`src/rtl/tim1_dtg.sv`:
```
// tim1_dtg: TIM1 channel 1 dead-time generator and output controller.
// Drives the complementary OC1/OC1N pin pair from OC1REF. It inserts
// programmable dead time and applies MOE gating, a synchronized break
// input and idle levels.
module tim1_dtg #(
  parameter int unsigned DTG_W = 8
) (
  input  logic             clk,
  input  logic             rst_n,
  input  logic             i_oc1ref,
  input  logic             i_cc1E,
  input  logic             i_cc1P,
  input  logic             i_cc1NE,
  input  logic             i_cc1NP,
  input  logic [DTG_W-1:0] i_dtg,
  input  logic             i_moe,
  input  logic             i_bke,
  input  logic             i_bkp,
  input  logic             i_brk,
  input  logic             i_bif_clr,
  input  logic             i_ois1,
  input  logic             i_ois1n,
  output logic             o_oc1,
  output logic             o_oc1n,
  output logic             o_moe_eff,
  output logic             o_bif,
  output logic             o_dt_busy
);

  typedef enum logic [1:0] {
    IDLE = 2'd0,
    DEAD = 2'd1,
    ON_P = 2'd2,
    ON_N = 2'd3
  } state_t;

  state_t           state;
  state_t           state_nx;
  state_t           tgt;
  state_t           load_state;
  logic [DTG_W-1:0] cnt;
  logic [DTG_W-1:0] cnt_nx;
  logic [DTG_W-1:0] load_cnt;

  logic             brk_m;
  logic             brk_s;
  logic             brk_lat;
  logic             ref_q;
  logic [1:0]       mode_q;

  logic             brk_ev;
  logic             lat_nx;
  logic             moe_nx;
  logic             mode_chg;
  logic             ref_chg;

  logic             act;
  logic             actn;
  logic             oc1_nx;
  logic             oc1n_nx;

  // Break event and the effective MOE seen by this edge; a break wins over a clear
  always_comb begin
    brk_ev   = i_bke && (brk_s == i_bkp);
    lat_nx   = brk_ev || (brk_lat && !i_bif_clr);
    moe_nx   = i_moe && !lat_nx;
    mode_chg = ({i_cc1E, i_cc1NE} != mode_q);
    ref_chg  = (i_oc1ref != ref_q);
    tgt      = i_oc1ref ? ON_P : ON_N;
    // A zero dead time skips DEAD and lands on the target directly
    if (i_dtg == '0) begin
      load_state = tgt;
      load_cnt   = '0;
    end else begin
      load_state = DEAD;
      load_cnt   = i_dtg;
    end
  end

  // State register
  always_ff @(posedge clk or negedge rst_n) begin
    if (!rst_n) begin
      state <= IDLE;
      cnt   <= '0;
    end else begin
      state <= state_nx;
      cnt   <= cnt_nx;
    end
  end

  // Next-state logic; loss of effective MOE overrides everything
  always_comb begin
    state_nx = state;
    cnt_nx   = cnt;
    if (!moe_nx) begin
      state_nx = IDLE;
      cnt_nx   = '0;
    end else begin
      case (state)
        IDLE: begin
          state_nx = load_state;
          cnt_nx   = load_cnt;
        end
        ON_P, ON_N: begin
          if ((tgt != state) || mode_chg) begin
            state_nx = load_state;
            cnt_nx   = load_cnt;
          end
        end
        DEAD: begin
          if (ref_chg || mode_chg) begin
            state_nx = load_state;
            cnt_nx   = load_cnt;
          end else if (cnt <= DTG_W'(1)) begin
            state_nx = tgt;
            cnt_nx   = '0;
          end else begin
            cnt_nx = cnt - DTG_W'(1);
          end
        end
        default: begin
          state_nx = IDLE;
          cnt_nx   = '0;
        end
      endcase
    end
  end

  // Output decode from the next state: active levels, mode gating, polarity
  always_comb begin
    act  = (state_nx == ON_P);
    actn = (state_nx == ON_N);
    case ({i_cc1E, i_cc1NE})
      2'b10:   actn = 1'b0;
      2'b01:   act  = 1'b0;
      2'b00: begin
        act  = 1'b0;
        actn = 1'b0;
      end
      default: ;
    endcase
    if (state_nx == IDLE) begin
      oc1_nx  = i_ois1;
      oc1n_nx = i_ois1n;
    end else begin
      oc1_nx  = act ^ i_cc1P;
      oc1n_nx = actn ^ i_cc1NP;
    end
  end

  // Break synchronizer, break latch, history flops and registered pin outputs
  always_ff @(posedge clk or negedge rst_n) begin
    if (!rst_n) begin
      brk_m     <= 1'b0;
      brk_s     <= 1'b0;
      brk_lat   <= 1'b0;
      ref_q     <= 1'b0;
      mode_q    <= 2'b00;
      o_moe_eff <= 1'b0;
      o_oc1     <= 1'b0;
      o_oc1n    <= 1'b0;
      o_dt_busy <= 1'b0;
    end else begin
      brk_m     <= i_brk;
      brk_s     <= brk_m;
      brk_lat   <= lat_nx;
      ref_q     <= i_oc1ref;
      mode_q    <= {i_cc1E, i_cc1NE};
      o_moe_eff <= moe_nx;
      o_oc1     <= oc1_nx;
      o_oc1n    <= oc1n_nx;
      o_dt_busy <= (state_nx == DEAD);
    end
  end

  assign o_bif = brk_lat;

endmodule

```
`config.mk`:
```
export PLATFORM = sky130hd
export DESIGN_NAME = tim1_dtg
export DESIGN_NICKNAME = d
export VERILOG_FILES = /design/src/rtl/tim1_dtg.sv
export SDC_FILE = /design/constraint.sdc
export NUM_CORES = 1
export LEC_CHECK = 0
export ABC_AREA = 1
export ABC_CLOCK_PERIOD_IN_PS = 1800
export CAP_MARGIN = 20
export CORE_ASPECT_RATIO = 0.75
export CORE_UTILIZATION = 49
export DETAILED_ROUTE_END_ITERATION = 6
export GPL_TIMING_DRIVEN = 0
export HOLD_SLACK_MARGIN = 0.02
export PLACE_DENSITY_LB_ADDON = 0.1
export SLEW_MARGIN = 20
export SYNTH_ARGS = -nofsm -noshare
export SYNTH_HDL_FRONTEND = slang
export SYNTH_SLANG_ARGS = --single-unit
```
`constraint.sdc`:
```
create_clock -name clk -period 1.8 [get_ports clk]
set_input_delay 0.27 -clock clk [delete_from_list [all_inputs] [get_ports clk]]
set_output_delay 0.27 -clock clk [all_outputs]
set_load 0.1 [all_outputs]
```
# Yosys cells after proc, flatten, opt, wreduce, memory -nomap -nowiden

Cells that the tools add are included.
W data, S select, Z words.

Register bits after elaboration: 20
Input port bits: 22

Add/subtract/negate cells: 1
Magnitude comparators: 1
Eq/ne operators: 13
Multiplexer cells: 17
Bitwise operators: 2
Reduce and logical (&&, ||, !) cells: 15

Operator list:

| kind                  | number |
|---|---|
| $mux W8               | 5 |
| $pmux W8 S3           | 1 |
| $eq A2 B2 Y1 const B  | 5 |
| $mux W2               | 5 |
| $le A8 B1 Y1 const B  | 1 |
| $logic_not A8 Y1      | 1 |
| $sub A8 B1 Y8 const B | 1 |
| $eq A2 B1 Y1 const B  | 3 |
| $logic_not A2 Y1      | 3 |
| $pmux W2 S3           | 1 |
| $reduce_or A2 Y1      | 3 |
| $mux W1               | 5 |
| $ne A2 B2 Y1          | 2 |
| $logic_and A1 B1 Y1   | 3 |
| $logic_or A1 B1 Y1    | 3 |
| $ne A3 B3 Y1 const B  | 1 |
| $logic_not A1 Y1      | 2 |
| $xor A1 B1 Y1         | 2 |
| $eq A1 B1 Y1          | 1 |
| $ne A1 B1 Y1          | 1 |

# Logic depth before layout (Yosys ltp)

Word-level depth: 10
Gate-level depth with buffers: 15
Mapped depth without buffers: 15

# Worst setup path after synthesis

OpenSTA, ideal clock, no wires.

Path kind: register to register
Start point: reg brk_lat (netlist: o_bif)
End point: reg o_oc1
Library setup time: 0.077 ns
Data arrival time: 1.753 ns
Setup slack: -0.030 ns
Cell stages (with the launch flop): 11
Path buffers: 0
Cell sequence: dfrtp_1 inv_1 o21ai_1 nor2_4 nand2_1 nor2_1 nand2_2 nand2_1 nand2_1 nand2_1 a21oi_1

Longest elaborated chain between the ends: 9
Elaborated cells between the ends (all ways): 10
Classes of those cells: eq/ne: 1; mux: 3; bitwise: 1; reduce/logical: 5

Ends and longest elaborated chain:

| element                 | line | source |
|---|---|---|
| from (decl)             | 47   | `logic brk_lat;` |
| from (signal assigned)  | 166  | `brk_lat <= lat_nx;` |
| $logic_and A1 B1 Y1 (*) | 65   | `lat_nx = brk_ev \|\| (brk_lat && !i_bif_clr);` |
| $logic_or A1 B1 Y1 (*)  | 65   |  |
| net lat_nx              | 52   | `logic lat_nx;` |
| $logic_not A1 Y1 (*)    | 66   | `moe_nx = i_moe && !lat_nx;` |
| $logic_and A1 B1 Y1 (*) | 66   |  |
| net moe_nx              | 53   | `logic moe_nx;` |
| $mux W2 (*)             | 95   | `if (!moe_nx) begin` |
| $eq A2 B2 Y1            | 131  | `act = (state_nx == ON_P);` |
| $mux W1                 | 133  | `case ({i_cc1E, i_cc1NE})` |
| $xor A1 B1 Y1           | 146  | `oc1_nx = act ^ i_cc1P;` |
| $mux W1 (*)             | 142  | `if (state_nx == IDLE) begin` |
| net oc1_nx              | 59   | `logic oc1_nx;` |
| to (signal assigned)    | 170  | `o_oc1 <= oc1_nx;` |
| to (decl)               | 23   | `output logic o_oc1,` |

Mark *: on every way through the listed nets, which the timed path passes. The rest lies on a longest branch.
A chain may end at the register's enable or synchronous reset.

# Worst setup path after layout

Start point: reg o_oc1
End point: out o_oc1

No word-level cell between the ends.

==> reports/results.ini <==
[status]
status = finished, final reports clean

[synth]
synth_area_per_cell_sq_um = 7.733
synth_flop_cell = dfrtp_1
synthArstFlopShare_pct = 100.0
synth_most_common_cell = nand2_1
netlist_top_cells_area = dfrtp_1, nand2_1, inv_1, nor2_1, nand3_1
yosysWarningCount = 0
synthesis.area_sq_um = 1199
netlist_top_cells_count = nand2_1, inv_1, dfrtp_1
syn-instance-count = 155
synth_fp_nets = 179
synth_top_area_share_pct = 41.75
ys_ff_latch = 20
synth_edf_count = 0
synth-seq-area-share_pct = 41.75
synth.distinct_cells = 23
yosysTopAreaCell = dfrtp_1

[global_route]
grt_pass1_vias = 963
grt_usage_pct = 20.09
grt_pass1_wl_microns = 3919
overflow = 0
antenna_found_initial = 0
grt_max_degree = 21

[clock_tree]
cts.sinks = 20
hold_buffers = 0
cts-root-buf = clkbuf_4
path_clk_slew_ns = 0.11
cts-htree-levels = 1
postCtsSetupRepairBufs = 0
clock_latency_ns = 0.30
cts_made_buffers = 3
cts_tree = built
clockBufferDepth = 2

[sta]
post-route-period-util_pct = 97.42
period_minus_slack_ns = 1.754
clock_skew_ns = 0.004735
worstMarginPinSlew_ns = 0.9496
rsz0062_at_grt = yes
max_freq_mhz = 570.3
max_slew_margin_pct = 36.95
finalSetupViolations = 0
timing_hold_violations_final = 0
slew_violations = 0

[cells_and_area]
final_util_pct = 67.32
final_area_sq_um = 1554
nFillCells = 204
instances_no_fill = 219
drive_gt1_share_pct = 12.43
nNetsFinal = 210
antenna_cells = 0
syn2layout_area_growth_pct = 29.65

[hold_path]
hp-start = i_oc1ref
hold_class = in -> reg

[power_and_ir_drop]
p_int_uw = 687.2
cellLeakagePower_nw = 0.7755
p_clk_share_pct = 20.4
total_power_mw = 1.057
switching_share_pct = 35.00
seqPwrFrac_pct = 46.8
p_sw_uw = 370.0
power.density_cell_area_nw_per_um2 = 680.3
comb_power_share_pct = 32.8
irDropWorstVdd_mv = 0.5021

[placement]
dp_cells = 215
dpl_cell_area_sq_um = 1503
portBuffers = 26
dp_hpwl_microns = 1917
gp_congestion = 0.8231

[worst_setup_path]
cp_max_fo = 1
cp-startpoint = o_oc1$_DFF_PN0_
worstSetupPathType = reg -> out
cp_slowest_cell = dlygate4sd2_1
cp_data_required_time_ns = 1.53
rrSetupSlack_ns = 0.14
critical_path.max_stage_delay_ns = 0.85
critPathBufInv = 1
arrival_ns = 1.48
end_kind = output pin
cp_cell_sequence = dlygate4sd2_1
startpoint_type = flip-flop
r2r-start = cnt[0]$_DFFE_PN0P_
cp_top_family = buffers and inverters

[die]
dieArea_sq_um = 2650
die_w_microns = 59.11
initial_utilization_pct = 51.92
num_io_pins = 27
die_h_microns = 44.84
row_count = 15
core_sq_um = 2308

[drt]
wl_per_cell_microns = 11.63
ant_nets = 0
wl_microns = 2548
drt-pass1-iter-count = 5
drc = 0
drt_iter0_drc = 50
via_count = 1097
via_per_inst = 5.009

[run]
drv_cap = 0

==> area by class of cell <==
type | count | area, sq um | area share, %
plain buffers | 1 | 11.26 | 0.7246
clock buffers | 4 | 26.28 | 1.691
repair buffers | 26 | 255.2 | 16.43
inverters | 29 | 108.9 | 7.005
well taps | 34 | 42.54 | 2.738
multi-input cells | 105 | 608.1 | 39.13
flip-flops and latches | 20 | 501.7 | 32.29
==> power groups by stage <==
| stage | registers [mW] | clock network, mW | logic (mW) |
|---|---|---|---|
| after global routing | 0.499 | 0.246 | 0.376 |
| after detailed placement | 0.504 | 0 | 0.341 |
| after floorplan | 0.582 | 0 | 0.150 |
| after CTS | 0.494 | 0.230 | 0.335 |
| final | 0.495 | 0.215 | 0.347 |
| after global placement | 0.502 | 0 | 0.335 |
==> state kept, by name (all words and copies together), names as in the netlist <==
| signal | flops |
|---|---|
| state | 2 |
| o_moe_eff | 1 |
| mode_q | 2 |
| o_bif | 1 |
| cnt | 8 |
| o_oc1 | 1 |
| brk_s | 1 |
| ref_q | 1 |
| brk_m | 1 |
| o_oc1n | 1 |
| o_dt_busy | 1 |
==> cell families (layout without fill, tap and decap cells) <==
logic type / after synthesis / count (layout) / share of synthesized area (%)
DFF: 20 / 20 / 41.75
AOI/OAI and AO/OA: 19 / 19 / 9.708
and+or+nand+nor: 76 / 76 / 30.59
xor gates and xnor gates: 8 / 8 / 5.846
buffers and inverters: 30 / 60 / 10.02
adders and majority gates: 2 / 2 / 2.087
==> layer usage <==
metal	vias to the layer above	track usage [%]	routed length, microns
li1	550	-	-
met1	497	26.91	1262
met2	46	31.82	1095
met3	4	5.731	171
met4	0	6.190	19
met5	-	0	0
==> final timing paths <==
check                      depth (start not counted)                  to
setup / recovery                                   1               o_oc1
hold / removal                                     1     ref_q$_DFF_PN0_
setup reg to reg                                  15    o_oc1n$_DFF_PN0_
hold reg to reg                                    0     brk_s$_DFF_PN0_
max in group asynchronous                          1     o_bif$_DFF_PN0_
min in group asynchronous                          1  cnt[2]$_DFFE_PN0P_
==> repair_timing <==
item | 4_1_cts | 5_1_grt
cloned | 0 | 0
pin swaps | 0 | 1
endpoints found under the setup margin | 5 | 10
gates resized for setup | 5 | 12
==> per-stage QoR <==
| step | hold slack (ns) | setup slack (ns) | TNS [ns] |
|---|---|---|---|
| 2_1_floorplan | -0.02559 | 0.2320 | 0 |
| 3_3_place_gp | 0.3353 | -0.2568 | -1.723 |
| 3_5_place_dp | 0.3580 | -0.2933 | -1.965 |
| 4_1_cts | 0.3839 | 0.006764 | 0 |
| 5_1_grt | 0.2491 | -0.01209 | -0.01209 |
| 6_report | 0.2603 | 0.04646 | 0 |
==> placed cells by master (no fill, tap or decap), types with 2 or more instances in the layout <==
| cell | synthesis | final |
|---|---|---|
| o22ai_1 | 7 | 7 |
| nand2_2 | 3 | 3 |
| a21oi_1 | 2 | 2 |
| o21ai_1 | 3 | 3 |
| nand2_1 | 35 | 35 |
| xor2_1 | 5 | 5 |
| o21ai_0 | 2 | 2 |
| clkdlybuf4s50_1 | 0 | 20 |
| nor2_4 | 2 | 3 |
| clkdlybuf4s15_1 | 0 | 2 |
| nor2_1 | 17 | 17 |
| nor3_1 | 3 | 3 |
| nor2_2 | 3 | 2 |
| nand3_1 | 9 | 8 |
| inv_2 | 1 | 3 |
| a22oi_1 | 5 | 5 |
| xnor2_1 | 3 | 2 |
| inv_1 | 28 | 26 |
| clkbuf_4 | 0 | 3 |
| dlygate4sd2_1 | 0 | 2 |
| dfrtp_1 | 20 | 19 |
Note: power is estimated with default switching activity, not from simulation.
